===== config.mk =====
export PLATFORM = sky130hd
export DESIGN_NAME = score_display_driver
export DESIGN_NICKNAME = d
export VERILOG_FILES = /design/src/rtl/score_display_driver.sv
export SDC_FILE = /design/constraint.sdc
export NUM_CORES = 1
export LEC_CHECK = 0
export ABC_AREA = 0
export BUFFER_PORTS_ARGS = -buffer_cell sky130_fd_sc_hd__buf_2
export CAP_MARGIN = 20
export CORE_MARGIN = 2
export CORE_UTILIZATION = 25
export CTS_BUF_LIST = sky130_fd_sc_hd__clkbuf_2
export CTS_CLUSTER_DIAMETER = 120
export DETAILED_ROUTE_END_ITERATION = 7
export PLACE_DENSITY = 0.44
export SLEW_MARGIN = 20
export SYNTH_ARGS = -nofsm -noshare
export SYNTH_HDL_FRONTEND = slang
export SYNTH_SLANG_ARGS = --single-unit

===== constraint.sdc =====
create_clock -name clk -period 2 [get_ports clk]
set_input_delay 0.3 -clock clk [delete_from_list [all_inputs] [get_ports clk]]
set_output_delay 0.3 -clock clk [all_outputs]
set_load 0.005 [all_outputs]

===== src/rtl/score_display_driver.sv =====
// Score capture, serial binary-to-BCD conversion and four-digit multiplexed scan.
// Optional macro LEADING_ZERO_BLANK_EN blanks zero digits above the most significant non-zero digit.
module score_display_driver #(
  parameter int REFRESH_DIV = 100000
) (
  input  logic        clk,
  input  logic        rst,
  input  logic [13:0] score,
  input  logic        score_valid,
  output logic        busy,
  output logic [3:0]  an,
  output logic [3:0]  digit
);

  localparam logic [1:0] IDLE    = 2'd0;
  localparam logic [1:0] CONVERT = 2'd1;
  localparam logic [1:0] DONE    = 2'd2;

  localparam int PW = (REFRESH_DIV > 1) ? $clog2(REFRESH_DIV) : 1;

  logic [1:0]    state;
  logic [13:0]   bin;
  logic [15:0]   bcd;
  logic [15:0]   bcd_adj;
  logic [15:0]   bcd_q;
  logic [3:0]    cnt;
  logic [13:0]   score_sat;
  logic [PW-1:0] presc;
  logic [1:0]    scan_idx;
  logic [3:0]    nib;

  assign score_sat = (score > 14'd9999) ? 14'd9999 : score;

  // Double-dabble correction applied before every shift.
  always_comb begin
    bcd_adj = bcd;
    for (int i = 0; i < 4; i++) begin
      if (bcd[4*i +: 4] >= 4'd5)
        bcd_adj[4*i +: 4] = bcd[4*i +: 4] + 4'd3;
    end
  end

  always_ff @(posedge clk) begin
    if (rst) begin
      state <= IDLE;
      bin   <= '0;
      bcd   <= '0;
      cnt   <= '0;
      bcd_q <= '0;
    end else begin
      case (state)
        IDLE: begin
          if (score_valid) begin
            bin   <= score_sat;
            bcd   <= '0;
            cnt   <= '0;
            state <= CONVERT;
          end
        end
        CONVERT: begin
          {bcd, bin} <= {bcd_adj[14:0], bin, 1'b0};
          cnt        <= cnt + 4'd1;
          if (cnt == 4'd13)
            state <= DONE;
        end
        DONE: begin
          bcd_q <= bcd;
          state <= IDLE;
        end
        default: state <= IDLE;
      endcase
    end
  end

  assign busy = (state != IDLE);

  always_ff @(posedge clk) begin
    if (rst) begin
      presc    <= '0;
      scan_idx <= '0;
    end else if (presc == PW'(REFRESH_DIV - 1)) begin
      presc    <= '0;
      scan_idx <= scan_idx + 2'd1;
    end else begin
      presc <= presc + PW'(1);
    end
  end

  assign an = ~(4'b0001 << scan_idx);

  always_comb begin
    case (scan_idx)
      2'd0:    nib = bcd_q[3:0];
      2'd1:    nib = bcd_q[7:4];
      2'd2:    nib = bcd_q[11:8];
      default: nib = bcd_q[15:12];
    endcase
  end

`ifdef LEADING_ZERO_BLANK_EN
  logic lz3, lz2, lz1, blank;

  // Ones digit is never blanked so a zero score still shows "0".
  assign lz3 = (bcd_q[15:12] == 4'd0);
  assign lz2 = lz3 && (bcd_q[11:8] == 4'd0);
  assign lz1 = lz2 && (bcd_q[7:4] == 4'd0);

  always_comb begin
    case (scan_idx)
      2'd0:    blank = 1'b0;
      2'd1:    blank = lz1;
      2'd2:    blank = lz2;
      default: blank = lz3;
    endcase
  end

  assign digit = blank ? 4'hF : nib;
`else
  assign digit = nib;
`endif

endmodule


### After elaboration in Yosys (flattened, before gate mapping)

Index checks and enable logic that the tools add are counted.

* register bits: 71
* latch bits: 0
* RAM bits: 0
* ROM bits: 0
* output and inout port bits: 9
* memories kept: 0

* $add $sub $neg: 7
* multipliers: 0
* div/mod/pow operators: 0
* order comparisons: 5
* equality and inequality tests: 8
* shift-type cells: 1
* multiplexer cells: 15
* bitwise logic cells: 1
* reduce and logical (&&, ||, !) cells: 7

Operators by type and width (number)
* $pmux W16 S2: 1
* $mux W14: 2
* $pmux W14 S2: 1
* $add A17 B1 Y17 const B: 1
* $eq A17 B17 Y1 const B: 1
* $ge A4 B3 Y1 const B: 4
* $mux W16: 1
* $mux W4: 4
* $gt A14 B14 Y1 const B: 1
* $add A4 B2 Y4 const B: 3
* $pmux W4 S3: 1
* $pmux W4 S2: 1
* $add A4 B1 Y4 const B: 1
* $eq A2 B1 Y1 const B: 2
* $eq A2 B2 Y1 const B: 2
* $eq A4 B4 Y1 const B: 1
* $logic_not A2 Y1: 2
* $mux W2: 2
* $ne A2 B2 Y1 const B: 2
* $not A4 Y4: 1
* $pmux W2 S2: 1
* $reduce_and A2 Y1: 2
* $reduce_bool A2 Y1: 2
* $shl A1 B2 Y4 const A: 1
* other kinds (4): 4

### Longest topological paths before layout

Gate-level depths: netlist of run 1.

* word-level depth: 4
* depth in mapped cells: 8
* depth with buffers taken out: 6

### Worst setup path before layout of run 1

OpenSTA, ideal clock, no wires.

* kind: register to register
* from: reg presc[0]
* to: reg presc[7]
* arrival: 1.547 ns
* required time: 1.885 ns
* slack: 0.339 ns
* stages on the path, launching flop included: 9
* cells stage by stage: dfxtp_1 -> ha_1 -> and4_1 -> clkbuf_1 -> nand4_1 -> nand2b_1 -> buf_6 -> buf_4 -> nor2_1

* word-level cells in the longest chain between the ends: 2

RTL lines
* start, declared: line 28 `logic [PW-1:0] presc;`
* start signal, assigned: line 85 `presc <= presc + PW'(1);`
* parallel branches: the longest is 2 deep, another holds $add A17 B1 Y17

Parallel ways; which one is timed is not known.
A chain may end at the register's enable or synchronous reset.

### Worst setup path in the final report of run 1

* from: reg scan_idx[1]
* to: out digit[1]

* word-level cells in the longest chain between the ends: 2

RTL lines
* start, declared: line 29 `logic [1:0] scan_idx;`
* start signal, assigned: line 83 `scan_idx <= scan_idx + 2'd1;`
* $eq A2 B2 Y1 (tied with other cells): line 92 `case (scan_idx)`
* $pmux W4 S3 *: line 92
* end, declared: line 12 `output logic [3:0] digit`

Mark *: on every way between the ends. The rest lies on a longest branch, timed or not.

==> results of run 1 <==
routing by layer:
metal  track usage, %  vias to the layer above  part of all wire (%)
met5                0                        -                     0
met4             5.95                        0                   2.0
met3             2.44                       12                   2.7
met2             18.6                       37                    48
met1             13.8                     1319                    47
li1                 -                     1445                     -
timing repair:
| action | in CTS | in global routing |
|---|---|---|
| hold buffers | 11 | 0 |
| setup endpoints to repair | 4 | 4 |
| buffers inserted | 3 | 0 |
| resized for setup | 10 | 1 |
| pin swaps | 4 | 1 |
| endpoints found under the hold margin | 11 | 0 |
worst min-delay path: cells and delay by family:
| kind | cells | cell delay, ps |
|---|---|---|
| buffers and inverters | 1 | 100 |
| and+or+nand+nor | 2 | 160 |
stage by stage:
| stage | std cells | hold WS [ps] | TNS [ps] |
|---|---|---|---|
| 3_3_place_gp | 582 | 442 | 0 |
| 2_1_floorplan | 383 | 426 | 0 |
| 5_1_grt | 612 | 38.8 | -817 |
| 6_report | 612 | 62.2 | -209 |
| 4_1_cts | 612 | 19.0 | -491 |
| 3_5_place_dp | 582 | 448 | 0 |
flip-flops by register name, summed over array words and instances (netlist names):
signal and count:
cnt 4, presc 17, state 2, bcd 16, bin 14, bcd_q 16, scan_idx 2
power by group:
| group | switching [mW] | internal, mW |
|---|---|---|
| Sequential | 0.0227 | 1.45 |
| Clock | 0.505 | 0.150 |
| Combinational | 0.100 | 0.0851 |
path summary, 6_finish.rpt:
check | end | slack [ps] | cells after the start
worst max-delay path | digit[1] | -60 | 5
worst min-delay path | bin[3] | 60 | 3
worst max register to register | presc[16] | 320 | 5
worst min register to register | bcd_q[13] | 470 | 2
synth_stat cells (all sizes together), types with 9 or more instances:
master,count
a222oi,10
xnor2,10
clkbuf,15
nor2,45
inv,21
dfxtp,71
nand2,43
xor2,10
ha,16
nand4,9
o21ai,9
nor4,10
mux2i,9
a21oi,33
area by class of cell:
type                       count  area, um2
fill                        1398       9130
multi-input combinational    272       1760
sequential                    71       1430
timing repair buffer          56        389
tap                          176        220
inverter                      21       78.8
clock buffer                  10       50.0
clock inverter                 6       27.5
cell families after synthesis:
family | count (synthesis) | synth area share (%)
xor+xnor | 20 | 5.28
mux | 10 | 3.05
fa+ha+maj | 16 | 6.03
flops | 71 | 42.8
compound gates | 68 | 13.5
buf+inv | 40 | 4.90
simple gates | 158 | 24.5
==> results.yml, run 1 <==
flow_run:
  max_cap_viol_count: 0
final_layout:
  fin_nets: 464
  layout_commonest_cell: "dfxtp_1"
  final_layout_size_suffix_gt1_share_pct: 17.0
  layout_common_cells: "69 x dfxtp_1, 45 x nor2_1, 43 x nand2_1"
  area_growth_pct: 19.1
  finalInstanceArea_um2: 3960
  final_core_util_pct: 30.2
  insertedDiodeCount: 0
run_status:
  status: "complete, but fails checks"
  violations: "negative setup slack"
yosys:
  netlist_area_um2: 3320
  synth_area_per_cell_um2: 8.67
  syn_inst: 383
  synth_top_area_share_pct: 42.8
  ys_ff_latch: 71
  synth.net_count: 416
  yosysTopAreaCell: "dfxtp_1"
  ys_seq_area_share_pct: 42.8
  synth-edff-count: 0
  ys_top_cells_by_area: "dfxtp_1 43%, ha_1 6.0%, nor2_1 5.1%"
  synth_flop_cell: "dfxtp_1"
  yosysWarningCount: 0
  async_reset_ff_share_pct: 0
  ys_types: 47
die:
  io_pins: 26
  fp-row-count: 42
  die_area_um2: 14200
  initial_core_util_pct: 25.4
  core_area_um2: 13100
  die-width_um: 119
  die_h_um: 119
clock_network:
  clock_path_buffers: 2
  cts_tree: "done"
  h-tree-depth: 3
  clock_latency_ps: 530
  clk_pin_slew_ps: 180
  cts_buffers: 9
  cts-root-buf: "clkbuf_2"
  clock-sinks: 71
route:
  wl_mm: 7.56
  post_drt_wl_per_cell_um: 12.4
  antenna_left: 0
  routed_via_density: 4.60
  drc_errors: 0
  drt_iter0_drc: 162
  first_pass_iters: 4
  vias: 2813
sta:
  period_share_pct: 103
  rsz0062_at_grt: "true"
  final_max_slew_viol_count: 0
  setup_ws_ps: -59.0
  slew_headroom_pct: 47.0
  setup_viol: 4
  finClkSkew_ps: 14.3
  fmax_ghz: 0.486
  finalCriticalPeriod_ps: 2060
  worst_pin_slew_ps: 793
  hold_viol: 0
worst_setup_path:
  max_stage_delay_ps: 390
  regToRegStartpoint: "presc[0]"
  worstSetupEndpointType: "output pin"
  cp_data_arrival_time_ps: 1760
  critPathRequiredTime_ps: 1700
  worstPathCellList: "buf_6 > ha_4 > a222oi_1 > mux2i_1 > buf_2"
  crit_slowest_cell: "dfxtp_4"
  crit_type: "flip-flop to output pin"
  path_delay_family: "flip-flops"
  worstPathMaxFanout: 5
  cp-startpoint: "scan_idx[1]"
  critPathLaunchType: "flip-flop"
  critPathBufInv: 2
power_and_ir_drop:
  pwr_density_cell_nw_per_um2: 584
  leakage_nw: 1.48
  peakVddDrop_mv: 0.162
  p_total_mw: 2.31
placed_design:
  port_buffers: 25
  hpwlAfterDp_mm: 5.50
  finalWeightedCongestion: 0.745
  place_ws_ps: 284
  dpl_cell_area_um2: 3710
global_routing:
  grt_overflow: 0
  grt_first_pass_wirelength_mm: 12.8
  grt_start_max_net_pins: 31
  grt_usage_pct: 11.3
  grt_pass1_vias: 2692
  antenna_found_initial: 0
worst_hold_path:
  hp-class: "input port to flip-flop"
  min-delay-start: "score[3]"
No activity file was read; power rests on OpenSTA's default activity.
==> run 2: changes to the inputs <==
- CELL_PAD_IN_SITES_DETAIL_PLACEMENT: not set -> 2
- CELL_PAD_IN_SITES_GLOBAL_PLACEMENT: not set -> 2
- PLACE_DENSITY: 0.44 -> 0.64
- clock period: 2 -> 1.7 ns (I/O delays scaled with it)
==> run 2 against run 1 <==
  * The flow still finishes with violations (negative setup slack)
  * Via count increased by 5.4%
  * Register-to-register slack got worse by 210 ps
  * Global-route usage rose by 3.4 points
  * Die area unchanged
  * Non-clock buffer count rose by 12
  * Utilization grew 1.8 points
  * Critical path depth unchanged
  * Routed wire length up 28%
  * Cell area rose by 5.8%
  * First-iteration DRC count decreased by 28%
  * Clock-buffer cell count did not move
  * Critical path type unchanged
  * Largest power group unchanged
==> results.yml, run 2 (synthesis gave the netlist of run 1 again) <==
route:
  drt_iter0_drc: 117
  post_drt_wl_per_cell_um: 15.5
  routed_via_density: 4.76
  first_pass_iters: 5
  vias: 2966
  antenna_left: 0
  drc_errors: 0
  wl_mm: 9.67
sta:
  slew_headroom_pct: 65.5
  finClkSkew_ps: 23.6
  worst_pin_slew_ps: 516
  rsz0062_at_grt: "true"
  setup_ws_ps: -359
  final_max_slew_viol_count: 0
  hold_viol: 0
  fmax_ghz: 0.486
  worst_hold_slack_ps: 85.1
  finalCriticalPeriod_ps: 2060
  period_share_pct: 121
  setup_viol: 5
clock_network:
  cts_buffers: 9
  clock_path_buffers: 2
  h-tree-depth: 3
  clock_latency_ps: 570
  cts-root-buf: "clkbuf_2"
  cts_tree: "done"
  clock-sinks: 71
  clk_pin_slew_ps: 200
power_and_ir_drop:
  swShare_pct: 25.9
  peakVddDrop_mv: 0.293
  p_total_mw: 3.09
  leakage_nw: 1.58
  pwr-share-seq_pct: 55.8
  comb_power_share_pct: 8.0
  p_int_mw: 2.29
  pwr_density_cell_nw_per_um2: 739
  p_clk_share_pct: 36.2
  switchingPower_mw: 0.802
die:
  die_area_um2: 14200
  initial_core_util_pct: 25.4
  io_pins: 26
  core_area_um2: 13100
  die_h_um: 119
  die-width_um: 119
  fp-row-count: 42
placed_design:
  dpl_cell_area_um2: 3760
  port_buffers: 25
  finalWeightedCongestion: 0.732
  placedCellCount: 587
  place_ws_ps: 30.0
  hpwlAfterDp_mm: 6.83
worst_setup_path:
  critPathLaunchType: "flip-flop"
  worstSetupEndpointType: "output pin"
  critPathRequiredTime_ps: 1440
  worstPathMaxFanout: 5
  worstPathCellList: "inv_4 > ha_4 > a222oi_1 > mux2i_1 > buf_2"
  cp_data_arrival_time_ps: 1800
  max_stage_delay_ps: 420
  crit_slowest_cell: "dfxtp_4"
  crit_type: "flip-flop to output pin"
final_layout:
  layout_common_cells: "62 x dfxtp_1, 44 x nor2_1, 43 x nand2_1"
  fillers: 1468
  largest_reg_flops: 17
  top_register: "presc"
  multi_input_area_um2: 1790
  area_growth_pct: 26.1
  finalInstanceArea_um2: 4190
  top_regs: "presc (17), bcd (16), bcd_q (16)"
  fin_nets: 476
  regArea_um2: 1440
  final_layout_size_suffix_gt1_share_pct: 22.1
  final_cells: 623
  insertedDiodeCount: 0
  layout_commonest_cell: "dfxtp_1"
global_routing:
  grt_usage_pct: 14.7
  grtUsageMet1_pct: 16.2
  grt_start_max_net_pins: 41
  grt_pass1_vias: 3275
  busiest_layer: "met2"
  antenna_found_initial: 0
  grt_first_pass_wirelength_mm: 16.4
  met2_usage_pct: 27.3
  grt_overflow: 0
  grt_util_met3_pct: 3.07
run_status:
  violations: "negative setup slack"
  status: "complete, but fails checks"
flow_run:
  max_cap_viol_count: 0
worst_hold_path:
  hp-class: "input port to flip-flop"
[run 2: cell count changes in the layout (fill, tap and decap cells not counted), sizes merged]
cell,change
clkinv,-2
clkinvlp,-1
bufinv,+2
buf,+9
dlygate4sd3,+3
[run 2: power by group through the flow]
stage               Combinational, mW  Sequential, mW  Clock (mW)
floorplan                       0.128            1.76           0
global placement                0.211            1.76           0
detailed placement              0.218            1.77           0
CTS                             0.249            1.73        1.16
global route                    0.279            1.73        1.23
finish                          0.249            1.73        1.12
[run 2: final cells by class]
class,count,share of cell area [%]
multi-input combinational,272,42.8
sequential,71,34.5
timing repair buffer,68,12.5
tap,176,5.26
inverter,21,2.00
clock inverter,5,1.76
clock buffer,10,1.20
[run 2: metal layers]
metal	share of wire, %	vias up
met5	0	-
met4	2.2	0
met3	1.8	13
met2	53	22
met1	43	1471
li1	-	1460
[run 2: path summary, 6_finish.rpt]
path	start	endpoint	slack, ps	cells past startpoint
worst max-delay path	scan_idx[1]	digit[1]	-360	5
worst min register to register	presc[0]	presc[0]	430	1
worst min-delay path	score[13]	bin[13]	90	3
worst max register to register	state[1]	bcd[12]	110	6
[run 2: critical path: cells and delay by family, from the launching register on]
kind	cells	cell delay, ps
AOI/OAI and AO/OA	1	320
adders and majority gates	1	170
muxes	1	130
DFF	1	420
buffers and inverters	2	190
[run 2: what timing repair did]
item / in CTS / in global routing
setup buffers: 7 / 2
hold endpoints to repair: 18 / 0
hold buffers: 14 / 0
resized for setup: 22 / 15
pin swaps: 2 / 2
setup endpoints to repair: 8 / 34
[run 2: metrics by stage]
stage / TNS [ps] / util (%)
floorplan: 0 / -
global placement: 0 / 28.7
detailed placement: 0 / 28.7
CTS: -1630 / 31.7
global route: -2080 / 32.0
finish: -1450 / 32.0
